### src/rtl/ssd1309_pkg.sv
// -----------------------------------------------------------------------------
// ssd1309_pkg
// Shared definitions for the SSD1309 4-wire SPI link: command opcodes issued
// by the OLED driver, addressing-mode encoding, receiver decoder states and
// framebuffer address field widths.
// -----------------------------------------------------------------------------
package ssd1309_pkg;

  // Command opcodes (driver and receiver agree on these)
  localparam logic [7:0] OP_DISP_OFF = 8'hAE;
  localparam logic [7:0] OP_DISP_ON  = 8'hAF;
  localparam logic [7:0] OP_CLKDIV   = 8'hD5;
  localparam logic [7:0] OP_CONTRAST = 8'h81;
  localparam logic [7:0] OP_MODE     = 8'h20;
  localparam logic [7:0] OP_COLADDR  = 8'h21;
  localparam logic [7:0] OP_PAGEADDR = 8'h22;

  // Framebuffer address fields: {page, col}
  localparam int COL_W  = 7;
  localparam int PAGE_W = 3;

  // Last bit index of a serial byte
  localparam logic [2:0] LAST_BIT = 3'd7;

  // Memory addressing modes; the reserved code behaves like page mode
  typedef enum logic [1:0] {
    AM_HORIZ = 2'd0,
    AM_VERT  = 2'd1,
    AM_PAGE  = 2'd2,
    AM_RSVD  = 2'd3
  } addr_mode_e;

  // Command decoder states; argument states wait for the next command byte
  typedef enum logic [2:0] {
    ST_IDLE      = 3'd0,
    ST_ARG_MODE  = 3'd1,
    ST_ARG1_SKIP = 3'd2,
    ST_COL_S     = 3'd3,
    ST_COL_E     = 3'd4,
    ST_PAGE_S    = 3'd5,
    ST_PAGE_E    = 3'd6
  } dec_state_e;

endpackage

### src/rtl/ssd1309_rx_spi_byte_rx.sv
// -----------------------------------------------------------------------------
// spi_byte_rx
// Oversampling SPI byte receiver. Synchronises cs/dc/sclk/mosi/oled_rst,
// detects sclk rising edges while cs is low, shifts bits MSB-first and
// captures dc on the 8th edge.
// Ports:
//   clk, rst     system clock, synchronous active-high reset
//   oled_rst     panel reset pin (active-low, asynchronous to clk)
//   cs,dc,sclk,mosi  raw SPI pins
//   panel_rst    combined reset (rst or synchronised oled_rst low)
//   byte_o       last completed byte
//   is_data      dc level captured with byte_o
//   valid        one-cycle pulse per completed byte
// -----------------------------------------------------------------------------
module spi_byte_rx
  import ssd1309_pkg::*;
#(
  parameter int SYNC_STAGES = 2
) (
  input  logic       clk,
  input  logic       rst,
  input  logic       oled_rst,
  input  logic       cs,
  input  logic       dc,
  input  logic       sclk,
  input  logic       mosi,
  output logic       panel_rst,
  output logic [7:0] byte_o,
  output logic       is_data,
  output logic       valid
);

  logic [SYNC_STAGES-1:0] orst_sync_q, orst_sync_d;
  logic [SYNC_STAGES-1:0] cs_sync_q, cs_sync_d;
  logic [SYNC_STAGES-1:0] dc_sync_q, dc_sync_d;
  logic [SYNC_STAGES-1:0] sclk_sync_q, sclk_sync_d;
  logic [SYNC_STAGES-1:0] mosi_sync_q, mosi_sync_d;
  logic                   sclk_prev_q, sclk_prev_d;
  logic [2:0]             bit_cnt_q, bit_cnt_d;
  logic [6:0]             shift_q, shift_d;
  logic [7:0]             byte_q, byte_d;
  logic                   is_data_q, is_data_d;
  logic                   valid_q, valid_d;

  logic cs_s, dc_s, sclk_s, mosi_s, sclk_rise, soft_rst;

  assign cs_s      = cs_sync_q[SYNC_STAGES-1];
  assign dc_s      = dc_sync_q[SYNC_STAGES-1];
  assign sclk_s    = sclk_sync_q[SYNC_STAGES-1];
  assign mosi_s    = mosi_sync_q[SYNC_STAGES-1];
  assign sclk_rise = sclk_s & ~sclk_prev_q;
  // The panel reset pin acts exactly like rst once synchronised
  assign soft_rst  = rst | ~orst_sync_q[SYNC_STAGES-1];

  assign panel_rst = soft_rst;
  assign byte_o    = byte_q;
  assign is_data   = is_data_q;
  assign valid     = valid_q;

  // Next-state for synchronisers, edge detector and shift register
  always_comb begin
    orst_sync_d = {orst_sync_q[SYNC_STAGES-2:0], oled_rst};
    cs_sync_d   = {cs_sync_q[SYNC_STAGES-2:0], cs};
    dc_sync_d   = {dc_sync_q[SYNC_STAGES-2:0], dc};
    sclk_sync_d = {sclk_sync_q[SYNC_STAGES-2:0], sclk};
    mosi_sync_d = {mosi_sync_q[SYNC_STAGES-2:0], mosi};
    sclk_prev_d = sclk_s;
    bit_cnt_d   = bit_cnt_q;
    shift_d     = shift_q;
    byte_d      = byte_q;
    is_data_d   = is_data_q;
    valid_d     = 1'b0;
    if (cs_s) begin
      // Deselect drops any partial byte
      bit_cnt_d = 3'd0;
    end else if (sclk_rise) begin
      if (bit_cnt_q == LAST_BIT) begin
        // Seven earlier bits sit in shift_q; the eighth comes straight from mosi
        byte_d    = {shift_q, mosi_s};
        is_data_d = dc_s;
        valid_d   = 1'b1;
        bit_cnt_d = 3'd0;
      end else begin
        shift_d   = {shift_q[5:0], mosi_s};
        bit_cnt_d = bit_cnt_q + 3'd1;
      end
    end else begin
      bit_cnt_d = bit_cnt_q;
    end
  end

  // oled_rst synchroniser, cleared only by the system reset
  always_ff @(posedge clk) begin
    if (rst) begin
      orst_sync_q <= {SYNC_STAGES{1'b1}};
    end else begin
      orst_sync_q <= orst_sync_d;
    end
  end

  // Pin synchronisers and byte assembly state
  always_ff @(posedge clk) begin
    if (soft_rst) begin
      cs_sync_q   <= {SYNC_STAGES{1'b1}};
      dc_sync_q   <= {SYNC_STAGES{1'b0}};
      sclk_sync_q <= {SYNC_STAGES{1'b0}};
      mosi_sync_q <= {SYNC_STAGES{1'b0}};
      sclk_prev_q <= 1'b0;
      bit_cnt_q   <= 3'd0;
      shift_q     <= 7'd0;
      byte_q      <= 8'd0;
      is_data_q   <= 1'b0;
      valid_q     <= 1'b0;
    end else begin
      cs_sync_q   <= cs_sync_d;
      dc_sync_q   <= dc_sync_d;
      sclk_sync_q <= sclk_sync_d;
      mosi_sync_q <= mosi_sync_d;
      sclk_prev_q <= sclk_prev_d;
      bit_cnt_q   <= bit_cnt_d;
      shift_q     <= shift_d;
      byte_q      <= byte_d;
      is_data_q   <= is_data_d;
      valid_q     <= valid_d;
    end
  end

endmodule

### src/rtl/ssd1309_rx.sv
// -----------------------------------------------------------------------------
// ssd1309_rx
// Panel-side SSD1309 4-wire SPI receiver: decodes the driver's command subset
// and turns data bytes into framebuffer writes with auto-increment addressing.
// Ports:
//   clk, rst      system clock (>= 4x sclk), synchronous active-high reset
//   oled_rst      panel reset pin, active-low
//   cs,dc,sclk,mosi  SPI link from the driver
//   fb_we/fb_addr/fb_data  framebuffer write port, addr = {page, col}
//   display_on    display enable from 0xAF/0xAE
//   addr_mode     0 horizontal, 1 vertical, 2/3 page
//   frame_done    pulse with the write that wraps the whole window
//   byte_valid/byte_out  debug view of every received byte
// -----------------------------------------------------------------------------
module ssd1309_rx
  import ssd1309_pkg::*;
#(
  parameter int SYNC_STAGES = 2,
  parameter int COLS        = 128,
  parameter int PAGES       = 8
) (
  input  logic       clk,
  input  logic       rst,
  input  logic       oled_rst,
  input  logic       cs,
  input  logic       dc,
  input  logic       sclk,
  input  logic       mosi,
  output logic       fb_we,
  output logic [9:0] fb_addr,
  output logic [7:0] fb_data,
  output logic       display_on,
  output logic [1:0] addr_mode,
  output logic       frame_done,
  output logic       byte_valid,
  output logic [7:0] byte_out
);

  localparam logic [COL_W-1:0]  COL_LAST  = COL_W'(COLS - 1);
  localparam logic [PAGE_W-1:0] PAGE_LAST = PAGE_W'(PAGES - 1);

  logic       panel_rst, rx_is_data, rx_valid;
  logic [7:0] rx_byte;

  dec_state_e        state_q, state_d;
  addr_mode_e        addr_mode_q, addr_mode_d;
  logic              display_on_q, display_on_d;
  logic [COL_W-1:0]  col_start_q, col_start_d, col_end_q, col_end_d, col_q, col_d;
  logic [PAGE_W-1:0] page_start_q, page_start_d, page_end_q, page_end_d, page_q, page_d;
  logic              fb_we_q, fb_we_d, frame_done_q, frame_done_d;
  logic [9:0]        fb_addr_q, fb_addr_d;
  logic [7:0]        fb_data_q, fb_data_d;

  spi_byte_rx #(.SYNC_STAGES(SYNC_STAGES)) u_rx (
    .clk       (clk),
    .rst       (rst),
    .oled_rst  (oled_rst),
    .cs        (cs),
    .dc        (dc),
    .sclk      (sclk),
    .mosi      (mosi),
    .panel_rst (panel_rst),
    .byte_o    (rx_byte),
    .is_data   (rx_is_data),
    .valid     (rx_valid)
  );

  assign fb_we      = fb_we_q;
  assign fb_addr    = fb_addr_q;
  assign fb_data    = fb_data_q;
  assign display_on = display_on_q;
  assign addr_mode  = addr_mode_q;
  assign frame_done = frame_done_q;
  assign byte_valid = rx_valid;
  assign byte_out   = rx_byte;

  // Command decoder, write strobe and write-pointer advance
  always_comb begin
    state_d      = state_q;
    addr_mode_d  = addr_mode_q;
    display_on_d = display_on_q;
    col_start_d  = col_start_q;
    col_end_d    = col_end_q;
    page_start_d = page_start_q;
    page_end_d   = page_end_q;
    col_d        = col_q;
    page_d       = page_q;
    fb_we_d      = 1'b0;
    frame_done_d = 1'b0;
    fb_addr_d    = fb_addr_q;
    fb_data_d    = fb_data_q;
    if (rx_valid && rx_is_data) begin
      // Data never disturbs a pending command argument
      fb_we_d   = 1'b1;
      fb_addr_d = {page_q, col_q};
      fb_data_d = rx_byte;
      case (addr_mode_q)
        AM_HORIZ: begin
          if (col_q == col_end_q) begin
            col_d = col_start_q;
            if (page_q == page_end_q) begin
              page_d       = page_start_q;
              frame_done_d = 1'b1;
            end else begin
              page_d = page_q + 3'd1;
            end
          end else begin
            col_d = col_q + 7'd1;
          end
        end
        AM_VERT: begin
          if (page_q == page_end_q) begin
            page_d = page_start_q;
            if (col_q == col_end_q) begin
              col_d        = col_start_q;
              frame_done_d = 1'b1;
            end else begin
              col_d = col_q + 7'd1;
            end
          end else begin
            page_d = page_q + 3'd1;
          end
        end
        default: begin
          // Page mode (and reserved code): column wraps within the page
          if (col_q == col_end_q) begin
            col_d = col_start_q;
          end else begin
            col_d = col_q + 7'd1;
          end
        end
      endcase
    end else if (rx_valid) begin
      case (state_q)
        ST_IDLE: begin
          case (rx_byte)
            OP_DISP_OFF: display_on_d = 1'b0;
            OP_DISP_ON:  display_on_d = 1'b1;
            OP_CLKDIV:   state_d = ST_ARG1_SKIP;
            OP_CONTRAST: state_d = ST_ARG1_SKIP;
            OP_MODE:     state_d = ST_ARG_MODE;
            OP_COLADDR:  state_d = ST_COL_S;
            OP_PAGEADDR: state_d = ST_PAGE_S;
            default:     state_d = ST_IDLE;
          endcase
        end
        ST_ARG_MODE: begin
          addr_mode_d = addr_mode_e'(rx_byte[1:0]);
          state_d     = ST_IDLE;
        end
        ST_ARG1_SKIP: state_d = ST_IDLE;
        ST_COL_S: begin
          col_start_d = rx_byte[6:0];
          state_d     = ST_COL_E;
        end
        ST_COL_E: begin
          col_end_d = rx_byte[6:0];
          col_d     = col_start_q;
          state_d   = ST_IDLE;
        end
        ST_PAGE_S: begin
          page_start_d = rx_byte[2:0];
          state_d      = ST_PAGE_E;
        end
        ST_PAGE_E: begin
          page_end_d = rx_byte[2:0];
          page_d     = page_start_q;
          state_d    = ST_IDLE;
        end
        default: state_d = ST_IDLE;
      endcase
    end else begin
      state_d = state_q;
    end
  end

  // Decoder/pointer registers and registered framebuffer outputs
  always_ff @(posedge clk) begin
    if (panel_rst) begin
      state_q      <= ST_IDLE;
      addr_mode_q  <= AM_PAGE;
      display_on_q <= 1'b0;
      col_start_q  <= 7'd0;
      col_end_q    <= COL_LAST;
      page_start_q <= 3'd0;
      page_end_q   <= PAGE_LAST;
      col_q        <= 7'd0;
      page_q       <= 3'd0;
      fb_we_q      <= 1'b0;
      frame_done_q <= 1'b0;
      fb_addr_q    <= 10'd0;
      fb_data_q    <= 8'd0;
    end else begin
      state_q      <= state_d;
      addr_mode_q  <= addr_mode_d;
      display_on_q <= display_on_d;
      col_start_q  <= col_start_d;
      col_end_q    <= col_end_d;
      page_start_q <= page_start_d;
      page_end_q   <= page_end_d;
      col_q        <= col_d;
      page_q       <= page_d;
      fb_we_q      <= fb_we_d;
      frame_done_q <= frame_done_d;
      fb_addr_q    <= fb_addr_d;
      fb_data_q    <= fb_data_d;
    end
  end

endmodule

### config.mk
export PLATFORM = sky130hd
export DESIGN_NAME = ssd1309_rx
export DESIGN_NICKNAME = d
export VERILOG_FILES = /design/src/rtl/ssd1309_pkg.sv /design/src/rtl/ssd1309_rx_spi_byte_rx.sv /design/src/rtl/ssd1309_rx.sv
export SDC_FILE = /design/constraint.sdc
export NUM_CORES = 1
export LEC_CHECK = 0
export CORE_MARGIN = 2
export CORE_UTILIZATION = 58
export DETAILED_ROUTE_END_ITERATION = 8
export DONT_BUFFER_PORTS = 1
export GPL_TIMING_DRIVEN = 0
export PLACE_DENSITY = 0.76
export SETUP_SLACK_MARGIN = 0.2
export SKIP_LAST_GASP = 1
export SLEW_MARGIN = 20
export SYNTH_ARGS = -nofsm -noshare
export SYNTH_HDL_FRONTEND = slang
export SYNTH_HIERARCHICAL = 1
export SYNTH_SLANG_ARGS = --single-unit
### constraint.sdc
create_clock -name clk -period 3.1 [get_ports clk]
set_clock_uncertainty 0.1 [all_clocks]
set_input_delay 0.465 -clock clk [delete_from_list [all_inputs] [get_ports clk]]
set_output_delay 0.465 -clock clk [all_outputs]
set_load 0.005 [all_outputs]
## Yosys cells after proc, flatten, opt, wreduce, memory -nomap -nowiden

Cells that the tools add are included.

- Flip-flop bits (word level): 87
- Bits in latches: 0
- Bits in writable memories: 0
- Memory bits (read-only): 0
- Logic and storage cells: 101
- Memories: 0

- $add $sub $neg: 3
- $mul: 0
- Divide/modulo/power cells: 0
- Order comparisons: 0
- Equal/unequal tests: 20
- Shifts and indexed selects: 0
- Multiplexer cells: 23
- Bitwise logic cells: 8
- Reductions and logical operators: 23

Operators with widths:

| kind | count |
|---|---|
| 7-bit 2-to-1 mux | 6 |
| 8-bit == test (second input constant) | 4 |
| 3-bit AND reduction | 9 |
| 8-bit by 6-bit == test with 1-bit output (second input constant) | 3 |
| 3-bit 2-to-1 mux | 6 |
| 3-bit case mux with 5 select lines | 1 |
| 3-bit == test (second input constant) | 4 |
| 3-bit case mux with 3 select lines | 1 |
| 4-bit AND reduction | 2 |
| 2-bit nonzero test | 4 |
| 2-bit OR reduction | 4 |
| 7-bit by 1-bit adder with 7-bit output (second input constant) | 1 |
| 7-bit == test | 1 |
| 3-bit by 1-bit adder with 3-bit output (second input constant) | 2 |
| 1-bit 2-to-1 mux | 6 |
| 3-bit inequality test (second input constant) | 2 |
| 1-bit NOT | 6 |
| 3-bit case mux with 2 select lines | 1 |
| 1-bit case mux with 2 select lines | 2 |
| 3-bit by 1-bit == test with 1-bit output (second input constant) | 1 |
| 3-bit by 2-bit == test with 1-bit output (second input constant) | 1 |
| 3-bit == test | 1 |
| 3-bit zero test | 1 |
| 3-bit by 1-bit inequality test with 1-bit output (second input constant) | 1 |
| 7 further kinds | 7 |

## Longest topological paths before layout

- Depth in word-level cells: 5
- Gate-level depth with buffers: 8

## Modules after synthesis

Netlist, hierarchy kept.

Modules (own cells, without submodules):

| module | times used | cells each | area each (µm²) |
|---|---|---|---|
| ssd1309_rx | 1 | 317 | 2,593.7 |
| spi_byte_rx | 1 | 106 | 1,069.8 |

## Least setup slack after synthesis

OpenSTA, ideal clock, no wires.

- Path kind: register to register
- Start: reg col_q[2]
- End: reg col_q[3]
- Library setup time: 0.134 ns
- Data arrival time: 1.725 ns
- Slack: 1.140 ns
- Stages on the path, launching flop included: 6
- Clock period less this slack: 1.960 ns
- Cells stage by stage: dfxtp_1 > xor2_1 > nor4_4 > a21oi_2 > and4_4 > or4_1

- Word-level cells in the longest chain between the ends: 5
- Elaborated cells on any way between the ends: 6
- Those cells by class: 1 x add/sub; 1 x eq/ne; 4 x mux

RTL lines:

| element | line | text |
|---|---|---|
| from (decl) | ssd1309_rx.sv:48 | `logic [COL_W-1:0] col_start_q, col_start_d, col_end_q, col_end_d, col_q, col_d;` |
| from (signal assigned) | ssd1309_rx.sv:201 | `col_q <= col_d;` |
| 7-bit by 1-bit adder with 7-bit output / 7-bit == test (equally long branches) | n/a |  |
| 7-bit 2-to-1 mux (*) | ssd1309_rx.sv:99, ssd1309_rx.sv:114, ssd1309_rx.sv:126 |  |
| 7-bit 2-to-1 mux | ssd1309_rx.sv:112 | `if (page_q == page_end_q) begin` |
| 7-bit 2-to-1 mux (*) | n/a |  |
| 7-bit 2-to-1 mux (*) | ssd1309_rx.sv:92 | `if (rx_valid && rx_is_data) begin` |

Every way passes the cells marked *; elsewhere a longest branch is shown, timed or not. The select of a mux whose other input is x is not followed.
A chain may end at the register's enable or synchronous reset.

## Final worst setup path

- Start: reg u_rx.orst_sync_q[1]
- End: reg fb_addr_q[4] (netlist: fb_addr[4])

- Word-level cells in the longest chain between the ends: 2

RTL lines:

| element | line | text |
|---|---|---|
| from (decl) | ssd1309_rx_spi_byte_rx.sv:33 | `logic [SYNC_STAGES-1:0] orst_sync_q, orst_sync_d;` |
| from (signal assigned) | ssd1309_rx_spi_byte_rx.sv:95 | `orst_sync_q <= {SYNC_STAGES{1'b1}};` |
| from (signal assigned) | ssd1309_rx_spi_byte_rx.sv:97 | `orst_sync_q <= orst_sync_d;` |
| 1-bit NOT | ssd1309_rx_spi_byte_rx.sv:53 | `assign soft_rst = rst \| ~orst_sync_q[SYNC_STAGES-1];` |
| 1-bit OR | ssd1309_rx_spi_byte_rx.sv:53 |  |
| net panel_rst | ssd1309_rx.sv:42 | `logic panel_rst, rx_is_data, rx_valid;` |
| to (signal assigned) | ssd1309_rx.sv:205 | `fb_addr_q <= fb_addr_d;` |
| to (decl) | ssd1309_rx.sv:51 | `logic [9:0] fb_addr_q, fb_addr_d;` |

The timed path passes the listed nets, and every way through them passes these cells.

==> run_results.csv <==
group,metric,value,unit
synth,synth_edf_count,0,
global_route,met3_usage,5.24,%
routing,dr_total_vias,3063,
floorplan,initial_core_util,60.8,%
routing,wl_per_cell,16.4,um
place,dpl-instance-area,3760,um2
floorplan,die_width,83.5,um
layout,fillers,527,
floorplan,core-area,6030,um2
worst_setup_path,rr_worst_depth,7,
power_and_ir_drop,power.total,1.90,mW
timing,hold_violations,0,
timing,maxSlewViolCount,0,
clock_tree,post_cts_buffers,0,
worst_setup_path,cpPeakStageDelay,0.49,ns
power_and_ir_drop,power.density,483,nW/um2
flow_run,cap_violations,0,
synth,synth_cell_type_count,61,
clock_tree,cts-root-buf,"clkbuf_8",
worst_setup_path,worstPathCellList,"nor2b_1 > buf_2 > inv_1 > buf_1 > buf_1 > buf_1 > a21oi_1",
timing,rsz0062_at_grt,"false",
clock_tree,cts_resized,0,
timing,finalSetupViolCount,0,
place,dp_hpwl,5740,um
routing,drtIter0Drc,174,
worst_setup_path,end_kind,"flop",
worst_setup_path,crit_buf_inv,5,
routing,dr.pass1.iters,4,
timing,post-route-period-util,77.6,%
clock_tree,clk_path_buf_depth,2,
worst_setup_path,cp.depth,7,
clock_tree,clock_latency,0.36,ns
global_route,grtUsageMet1,31.9,%
layout,insertedDiodeCount,0,
floorplan,io_pins,39,
worst_setup_path,cp_slowest_cell,"buf_1",
global_route,grt_max_degree,14,
global_route,overflow,0,
floorplan,dieArea,6970,um2
worst_hold_path,hold_depth,1,
floorplan,std_cell_rows,28,
timing,tightest_slew,0.769,ns
synth,netlist_area,3660,um2
worst_setup_path,cp.arrival,2.54,ns
worst_setup_path,worst-setup-path-type,"flop to flop",
worst_setup_path,cp_common_cell,"buf_1",
global_route,use_met2,40.7,%
place,port_buffers,0,
global_route,grt_pass1_vias,2958,
timing,fin_crit,2.41,ns
synth,ys.flop_type,"dfxtp_1",
synth,yosysWarnings,6,
place,dp_cells,498,
place,gp_congestion,0.896,
worst_hold_path,hp-class,"input pin to flop",
power_and_ir_drop,peakVddDrop,0.000327,V
clock_tree,holdBufCountCts,0,
worst_setup_path,cp_top_family,"buffers and inverters",
synth,ys_seq_elements,87,
timing,finalSetupTns,0,ns
synth,syn_area_per_cell,8.66,um2
clock_tree,clkSlewWorstSetupHoldPaths,0.08,ns
routing,route.detailed.drc,0,
synth,synth_fp_nets,434,
global_route,grtUsageTotal,24.9,%
status,status,"completed",
synth,async_flop_share,0,%
clock_tree,clock_sinks,87,
layout,final_area,3940,um2
floorplan,die_h,83.5,um
routing,ant_nets,0,
global_route,grt_pass1_wl,14100,um
synth,synth_cells,423,
timing,relSlewSlack,48.4,%
global_route,busiest_layer,"met2",
clock_tree,cts-htree-levels,3,
layout,area_delta_synth_final,7.41,%
power_and_ir_drop,leakage,1.38,nW
layout,finalNetCount,445,
layout,layout-drive-gt1-share,8.43,%
clock_tree,cts_tree,"yes",
clock_tree,cts_buffers,9,
routing,vias_per_cell,5.96,
worst_setup_path,start_kind,"flop",
global_route,antenna_found_initial,0,
layout,ff_latch_area,1740,um2
routing,finalWirelength,8440,um
layout,final_cells,514,
layout,multi_input_area,1790,um2
synth,yosysSeqAreaShare,47.5,%
worst_setup_path,crit_fanout,10,
worst_setup_path,cp_data_required_time,3.23,ns
timing,max_freq,0.416,GHz
## worst paths after layout
path / startpoint / endpoint / slack (ns)
worst min register to register: u_rx/orst_sync_q[0] / u_rx/orst_sync_q[1] / 0.32
worst min-delay path: cs / u_rx/cs_sync_q[0] / 0.10
worst max register to register: u_rx/orst_sync_q[1] / fb_addr[4] / 0.69
worst max-delay path: u_rx/orst_sync_q[1] / fb_addr[4] / 0.69
## report_power, final
| part | switching, mW | leakage [nW] | total (mW) | internal (mW) |
|---|---|---|---|---|
| logic | 0.0353 | 0.592 | 0.0475 | 0.0122 |
| clock network | 0.391 | 0.0829 | 0.728 | 0.336 |
| registers | 0.00301 | 0.703 | 1.13 | 1.12 |
## cells in the final DEF (no fill, tap or decap), types with 3 or more instances in the layout
cell and count:
nor4_1 3, a21oi_1 25, a211oi_1 3, nand3_1 30, nand2b_1 6, xnor2_1 5
xor2_1 6, o21ai_0 11, inv_1 4, mux2i_1 16, nand2_1 83, nand4_1 11
clkbuf_1 13, nor3_1 12, clkbuf_8 11, nor2_1 24, and2_1 10, a31oi_1 3
buf_1 6, buf_2 6, ha_1 4, o21ai_1 9, dfxtp_1 87, nand3b_1 3
## registers in the layout (all words and copies together) (netlist names), 7 cells and up
| register | count |
|---|---|
| u_rx/byte_o | 8 |
| col_start_q | 7 |
| fb_data | 8 |
| col_q | 7 |
| u_rx/shift_q | 7 |
| col_end_q | 7 |
| fb_addr | 10 |
## synth_stat cells (3+ instances only)
master | instances | area (um2)
nor2_1 | 24 | 90.1
nand4_1 | 11 | 68.8
mux2i_1 | 16 | 160
nand3b_1 | 3 | 22.5
clkbuf_1 | 10 | 37.5
o21ai_1 | 9 | 45.0
dfxtp_1 | 87 | 1740
xor2_1 | 6 | 52.6
o21ai_0 | 11 | 55.1
a21oi_1 | 25 | 125
a211oi_1 | 3 | 22.5
nand2_1 | 83 | 312
nand3_1 | 30 | 150
xnor2_1 | 5 | 43.8
nor4_1 | 3 | 18.8
nand2b_1 | 6 | 37.5
buf_2 | 6 | 30.0
ha_1 | 4 | 50.1
inv_1 | 4 | 15.0
buf_1 | 6 | 22.5
a31oi_1 | 3 | 18.8
and2_1 | 10 | 62.6
nor3_1 | 12 | 60.1
## metal layers
layer  part of all wire (%)  routed length, um  up-vias
met2                     48               4010       96
met4                    1.7                140        0
met3                    6.9                578       16
met1                     44               3710     1446
li1                       -                  -     1505
met5                      0                  0        -
## cell type report
| cell class | count | area share, % |
|---|---|---|
| plain buffers | 25 | 3.05 |
| clock buffers | 14 | 4.13 |
| clock inverters | 2 | 0.382 |
| inverters | 4 | 0.382 |
| multi-input cells | 307 | 45.4 |
| flip-flops and latches | 87 | 44.3 |
| well taps | 75 | 2.38 |
## kinds of logic after synthesis
kind of cell,synth area share [%]
flops,47.5
buf+inv,3.69
xor+xnor,2.63
mux,4.37
fa+ha+maj,1.37
compound gates,11.7
simple gates,28.7
## stage by stage
| step | hold slack (ns) | utilization [%] | worst slack (ns) |
|---|---|---|---|
| global route | 0.0952 | 65.3 | 0.524 |
| finish | 0.104 | 65.3 | 0.694 |
| floorplan | 0.286 | - | 1.14 |
| CTS | 0.0999 | 65.3 | 0.686 |
| global placement | 0.289 | 62.4 | 0.644 |
| detailed placement | 0.303 | 62.4 | 0.609 |
Power figures use the tool's default switching activity.
